===== src/rtl/hamming_pair_sequencer.sv =====
// Min/max Hamming distance over every operand pair (j<k) held in data memory.
// Define HAM_PAIR_IDX_EN to also write the (j,k) indices of the min and max pairs.
module hamming_pair_sequencer #(
    parameter int NUM_OPS   = 32,
    parameter int BASE_ADDR = 0,
    parameter int MIN_ADDR  = 64,
    parameter int MAX_ADDR  = 65
) (
    input  logic       i_clk,
    input  logic       i_reset,
    input  logic       i_start,
    output logic [7:0] o_mem_addr,
    input  logic [7:0] i_mem_rdata,
    output logic       o_mem_wen,
    output logic [7:0] o_mem_wdata,
    output logic       o_busy,
    output logic       o_done
);

    localparam logic [7:0] LP_BASE   = 8'(BASE_ADDR);
    localparam logic [7:0] LP_MIN    = 8'(MIN_ADDR);
    localparam logic [7:0] LP_MAX    = 8'(MAX_ADDR);
    localparam logic [7:0] LP_LAST_K = 8'(NUM_OPS - 1);
    localparam logic [7:0] LP_LAST_J = 8'(NUM_OPS - 2);
    localparam bit         LP_NO_PAIRS = (NUM_OPS < 2);

    if (BASE_ADDR + 2 * NUM_OPS > 256) begin : g_cfg_check
        $error("hamming_pair_sequencer: operand table overruns the 8-bit address space");
    end

    typedef enum logic [3:0] {
        S_IDLE, S_RD_AH, S_RD_AL, S_CAP_A, S_RD_BH, S_RD_BL, S_CAP_B, S_CMP,
        S_WR_MIN, S_WR_MAX,
`ifdef HAM_PAIR_IDX_EN
        S_WR_I0, S_WR_I1, S_WR_I2, S_WR_I3,
`endif
        S_DONE
    } state_t;

    state_t      r_state, w_next;
    logic [7:0]  r_j, r_k, r_hi;
    logic [15:0] r_a, r_b;
    logic [4:0]  r_min, r_max;
    logic [4:0]  w_dist;
    logic [15:0] w_x;
    logic        w_go;
`ifdef HAM_PAIR_IDX_EN
    logic [7:0]  r_min_j, r_min_k, r_max_j, r_max_k;
`endif

    assign w_go = i_start && (r_state == S_IDLE || r_state == S_DONE);
    assign w_x  = r_a ^ r_b;

    always_comb begin
        w_dist = '0;
        for (int i = 0; i < 16; i++) w_dist = w_dist + 5'(w_x[i]);
    end

    always_ff @(posedge i_clk) begin
        if (i_reset) r_state <= S_IDLE;
        else         r_state <= w_next;
    end

    always_comb begin
        w_next      = r_state;
        o_mem_addr  = '0;
        o_mem_wen   = 1'b0;
        o_mem_wdata = '0;
        case (r_state)
            S_IDLE, S_DONE: if (i_start) w_next = LP_NO_PAIRS ? S_WR_MIN : S_RD_AH;
            S_RD_AH: begin o_mem_addr = LP_BASE + {r_j[6:0], 1'b0};         w_next = S_RD_AL; end
            S_RD_AL: begin o_mem_addr = LP_BASE + {r_j[6:0], 1'b0} + 8'd1;  w_next = S_CAP_A; end
            S_CAP_A: w_next = S_RD_BH;
            S_RD_BH: begin o_mem_addr = LP_BASE + {r_k[6:0], 1'b0};         w_next = S_RD_BL; end
            S_RD_BL: begin o_mem_addr = LP_BASE + {r_k[6:0], 1'b0} + 8'd1;  w_next = S_CAP_B; end
            S_CAP_B: w_next = S_CMP;
            S_CMP: begin
                if (r_k < LP_LAST_K)      w_next = S_RD_BH;
                else if (r_j < LP_LAST_J) w_next = S_RD_AH;
                else                      w_next = S_WR_MIN;
            end
            S_WR_MIN: begin
                o_mem_addr = LP_MIN; o_mem_wen = 1'b1; o_mem_wdata = {3'b0, r_min};
                w_next = S_WR_MAX;
            end
            S_WR_MAX: begin
                o_mem_addr = LP_MAX; o_mem_wen = 1'b1; o_mem_wdata = {3'b0, r_max};
`ifdef HAM_PAIR_IDX_EN
                w_next = S_WR_I0;
`else
                w_next = S_DONE;
`endif
            end
`ifdef HAM_PAIR_IDX_EN
            S_WR_I0: begin o_mem_addr = LP_MAX + 8'd1; o_mem_wen = 1'b1; o_mem_wdata = r_min_j; w_next = S_WR_I1; end
            S_WR_I1: begin o_mem_addr = LP_MAX + 8'd2; o_mem_wen = 1'b1; o_mem_wdata = r_min_k; w_next = S_WR_I2; end
            S_WR_I2: begin o_mem_addr = LP_MAX + 8'd3; o_mem_wen = 1'b1; o_mem_wdata = r_max_j; w_next = S_WR_I3; end
            S_WR_I3: begin o_mem_addr = LP_MAX + 8'd4; o_mem_wen = 1'b1; o_mem_wdata = r_max_k; w_next = S_DONE;  end
`endif
            default: w_next = S_IDLE;
        endcase
    end

    assign o_busy = (r_state != S_IDLE) && (r_state != S_DONE);
    assign o_done = (r_state == S_DONE);

    // Strict compares keep the first pair in (j,k) order on ties.
    always_ff @(posedge i_clk) begin
        if (i_reset || w_go) begin
            r_j   <= 8'd0;
            r_k   <= 8'd1;
            r_min <= 5'd16;
            r_max <= 5'd0;
            r_hi  <= 8'd0;
            r_a   <= 16'd0;
            r_b   <= 16'd0;
`ifdef HAM_PAIR_IDX_EN
            r_min_j <= 8'd0; r_min_k <= 8'd0; r_max_j <= 8'd0; r_max_k <= 8'd0;
`endif
        end else begin
            case (r_state)
                S_RD_AL, S_RD_BL: r_hi <= i_mem_rdata;
                S_CAP_A: r_a <= {r_hi, i_mem_rdata};
                S_CAP_B: r_b <= {r_hi, i_mem_rdata};
                S_CMP: begin
                    if (w_dist < r_min) begin
                        r_min <= w_dist;
`ifdef HAM_PAIR_IDX_EN
                        r_min_j <= r_j; r_min_k <= r_k;
`endif
                    end
                    if (w_dist > r_max) begin
                        r_max <= w_dist;
`ifdef HAM_PAIR_IDX_EN
                        r_max_j <= r_j; r_max_k <= r_k;
`endif
                    end
                    if (r_k < LP_LAST_K) begin
                        r_k <= r_k + 8'd1;
                    end else if (r_j < LP_LAST_J) begin
                        r_j <= r_j + 8'd1;
                        r_k <= r_j + 8'd2;
                    end
                end
                default: ;
            endcase
        end
    end

endmodule


===== config.mk =====
export PLATFORM = sky130hd
export DESIGN_NAME = hamming_pair_sequencer
export DESIGN_NICKNAME = d
export VERILOG_FILES = /design/src/rtl/hamming_pair_sequencer.sv
export SDC_FILE = /design/constraint.sdc
export NUM_CORES = 1
export LEC_CHECK = 0
export BUFFER_PORTS_ARGS = -buffer_cell sky130_fd_sc_hd__buf_2
export CORE_AREA = 4 4 104 106
export DETAILED_ROUTE_END_ITERATION = 10
export DIE_AREA = 0 0 108 110
export PLACE_DENSITY_LB_ADDON = 0.1
export SYNTH_ARGS = -nofsm -noshare
export SYNTH_HDL_FRONTEND = slang
export SYNTH_SLANG_ARGS = --single-unit

===== constraint.sdc =====
create_clock -name i_clk -period 7.4 [get_ports i_clk]
set_input_delay 0.37 -clock i_clk [delete_from_list [all_inputs] [get_ports i_clk]]
set_output_delay 0.37 -clock i_clk [all_outputs]
set_load 0.005 [all_outputs]

==> results.md <==
| Item | Value | Unit |
|:---|:---|:---|
| Simple-gate area share of the yosys netlist | 20.5 | % |
| Nature of the critical path endpoint | flip-flop | - |
| Post-synthesis instance total | 451 | - |
| Worst reg2reg path startpoint | r_a[3] | - |
| Post-route worst hold slack | 282 | ps |
| Main synth FF type | sky130_fd_sc_hd__dfxtp_1 | - |
| Portion of netlist area occupied by mux cells | 4.34 | % |
| Via density per instance | 5.00 | - |
| Cell type with the largest total area after synthesis | sky130_fd_sc_hd__dfxtp_1 | - |
| CP Cell Sequence | xor2_1, fa_1, fa_1, fa_1, inv_1, fa_1, inv_1, ha_1, fa_1, xor2_1, ha_1, and4_1, a211oi_2, o21ai_2, a211oi_1 | - |
| Quantity of hold-fixing buffers added after cts | 0 | - |
| Worst min-delay path class | in2reg | - |
| Remaining antenna violation count after routing | 0 | - |
| Power density of the placed cells | 197 | nW/um^2 |
| Actual slew at the worst max-slew pin | 973 | ps |
| P&R area growth vs syn | 9.58 | % |
| Register-to-register setup slack | 2460 | ps |
| Root buffer selected by CTS | sky130_fd_sc_hd__clkbuf_8 | - |
| H-tree levels | 3 | - |
| First-pass GRT wire length | 14500 | um |
| Number of global-route vias before repair | 2900 | - |
| Worst supply voltage drop on vdd | 0.000118 | V |
| Setup skew after layout | 6.86 | ps |
| Routability cong. | 0.789 | - |
| Die H | 110 | um |
| WHS Path Cells | 2 | - |
| Min Clock Period, post-route | 4940 | ps |
| Placeable core area | 9770 | um^2 |
| Post-CTS repair timing setup buffer count | 0 | - |
| Net count reported at finish | 504 | - |
| Proportion of synthesized chip area in sequential cells | 35.8 | % |
| Area contributors post-synth | sky130_fd_sc_hd__dfxtp_1 36%, sky130_fd_sc_hd__nand2_1 8.7%, sky130_fd_sc_hd__ha_1 5.4%, sky130_fd_sc_hd__fa_1 5.1%, sky130_fd_sc_hd__a21oi_1 4.9% | - |
| Dominant combinational cell family by area after synthesis | simple AND/OR/NAND/NOR gates | - |
| Critical Path AT | 5200 | ps |
| Post-Syn Area | 3920 | um^2 |
| Worst reg2reg path depth | 15 | - |
| XOR/XNOR Fraction of Synth Area | 5.81 | % |
| Portion of the clock cycle consumed by the worst path in the final layout | 66.7 | % |
| Crit-path leading delay family | adder cells | - |
| End-of-flow core utilization | 43.9 | % |
| Proportion of synthesized flip-flops having asynchronous set or reset | 0 | % |
| Relative slew margins | 35.1 | % |
| Netlist cell types | 57 | - |
| Startpoint-to-endpoint class of the critical path | reg2reg | - |
| Cell with the largest stage delay on the worst path | sky130_fd_sc_hd__fa_1 | - |
| Max Cap Viol | 0 | - |
| Reg-to-reg critical path endpoint | r_max[2] | - |
| Fraction of final layout cells with drive strength greater than 1 | 15.5 | % |
| Setup TNS | 0 | ps |
| Synthesized flop and latch total | 70 | - |
| I/O pin total | 30 | - |
| Via Count | 3021 | - |
| Post-detailed-route DRC marker count | 0 | - |
| RSZ-0062 raised after global routing | false | - |
| Endpoint with the worst hold slack | r_state[3] | - |
| Die X | 108 | um |
| Pin count of the biggest net entering global routing | 40 | - |
| Total inserted antenna cells | 0 | - |
| Average cell area after synthesis | 8.69 | um^2 |
| Max Root-Sink Buffers | 2 | - |
| Initial antenna violation count | 0 | - |
| Fill cell total of the finished layout | 1019 | - |
| Final Max Slew Viols | 0 | - |
| Clock tree from TritonCTS | built | - |
| Non-Filler Instances | 604 | - |
| Hold Startpoint | i_reset | - |
| Required time of the critical path | 7660 | ps |
| Fin. Hold Viols | 0 | - |
| Complex-gate fraction of the synthesized area | 15.9 | % |
| Overall routing resource usage | 15.4 | % |
| DRC marker count from the first detailed-route iteration | 131 | - |
| Proportion of netlist area held by the largest area contributor | 35.8 | % |
| Number of enable-type register cells in the synthesized netlist | 0 | - |
| Placement row count | 36 | - |
| Cells after DPL | 588 | - |
| Number of port buffers | 26 | - |
| Setup violation total in the final timing report | 0 | - |
| Clk slew on worst S/H paths | 80 | ps |
| FF/Latch Area | 1400 | um^2 |
| Worst Setup Start Kind | flip-flop | - |
| Detailed Place HPWL | 5950 | um |
| Clock sinks | 70 | - |
| Result of the run | finished, final reports clean | - |
| First-pass iteration count of the detailed router | 5 | - |
| Die area | 11900 | um^2 |
| Number of gates resized after cts | 0 | - |
| Multi-input gate area | 2260 | um^2 |
| Buffer and inverter count on the worst path | 2 | - |
| Effective utilization at floorplan | 40.1 | % |
| Top fanout value on the critical path | 10 | - |
| Total wire length after detailed routing | 8440 | um |
| Critical path's most frequent cell | sky130_fd_sc_hd__fa_1 | - |
| Later-pin clock latency in the skew report | 340 | ps |
| Leakage dissipation | 1.75 | nW |
| Num CTS Buffers | 9 | - |
| Remaining global-route overflow | 0 | - |
| Detailed-route wire length per cell | 14.0 | um |
| Crit path largest cell delay | 540 | ps |
| Timing-limited maximum frequency | 202 | MHz |
| Fraction of the mapped netlist area in adder cells | 10.5 | % |
| Count of synthesis-stage warnings from yosys | 0 | - |
-- cell type report --
class,count,share of cell area (%)
clock buffers,9,2.89
clock inverters,7,2.27
inverters,25,2.19
multi-input cells,331,52.6
flip-flops and latches,70,32.6
well taps,133,3.88
repair buffers,29,3.56
-- cell usage in the layout, fill, tap and decap left out, drive strengths merged, types with 10 or more instances in the layout --
cell   synthesis  routed
nor2          31      31
a21oi         52      52
nand3         11      11
dfxtp         70      70
nand2         92      92
buf           20      29
inv           25      26
ha            17      17
xor2          17      17
mux2i         17      17
fa            10      10
-- worst max-delay path by stage --
stage | from | to | cells past startpoint
floorplan | r_b[1] | r_max[2] | 15
global placement | r_a[3] | r_min[4] | 16
detailed placement | r_a[3] | r_max[2] | 15
CTS | r_a[3] | r_max[2] | 15
global route | r_b[0] | r_max[2] | 15
finish | r_a[3] | r_max[2] | 15
-- flip-flops by register name, summed over array words and instances (netlist names) --
name     count
r_hi         8
r_min        5
r_max        5
r_state      4
r_j          8
r_b         16
r_k          8
r_a         16
-- power by group --
group	internal (mW)	switching (mW)
registers	0.384	0.0201
logic	0.0372	0.0609
clock network	0.191	0.154
total	0.612	0.235
-- stage by stage --
stage / area (um^2) / setup WS [ps] / power (mW)
floorplan: 3930 / 2830 / 0.490
global placement: 4070 / 2550 / 0.512
detailed placement: 4070 / 2460 / 0.512
CTS: 4290 / 2430 / 0.863
global route: 4290 / 2070 / 0.893
finish: 4290 / 2460 / 0.846
-- cell usage after synthesis, types with 4 or more instances --
master / number
sky130_fd_sc_hd__xor2_1: 17
sky130_fd_sc_hd__a21oi_2: 12
sky130_fd_sc_hd__xnor2_1: 9
sky130_fd_sc_hd__a21o_1: 6
sky130_fd_sc_hd__buf_4: 6
sky130_fd_sc_hd__nand2_1: 91
sky130_fd_sc_hd__mux2i_1: 17
sky130_fd_sc_hd__nor2_1: 30
sky130_fd_sc_hd__clkbuf_1: 6
sky130_fd_sc_hd__buf_6: 6
sky130_fd_sc_hd__ha_1: 17
sky130_fd_sc_hd__a21oi_1: 38
sky130_fd_sc_hd__dfxtp_1: 70
sky130_fd_sc_hd__nand4_1: 4
sky130_fd_sc_hd__o21ai_0: 6
sky130_fd_sc_hd__fa_1: 10
sky130_fd_sc_hd__buf_2: 8
sky130_fd_sc_hd__nand3_1: 11
sky130_fd_sc_hd__a211oi_1: 6
sky130_fd_sc_hd__inv_1: 25
sky130_fd_sc_hd__and2_1: 5
-- cell families after synthesis --
| family | after synthesis |
|---|---|
| mux | 17 |
| xor+xnor | 26 |
| other cells | 1 |
| fa+ha+maj | 27 |
| buf+inv | 52 |
| flops | 70 |
| simple gates | 167 |
| compound gates | 91 |
-- metal layers --
metal	up-vias	share of wire, %	track usage [%]
met5	-	0	0
met4	0	0.89	5.14
met3	9	2.6	3.38
met2	38	48	24.9
met1	1437	49	20.6
li1	1537	-	-
Note: power is estimated with default switching activity, not from simulation.
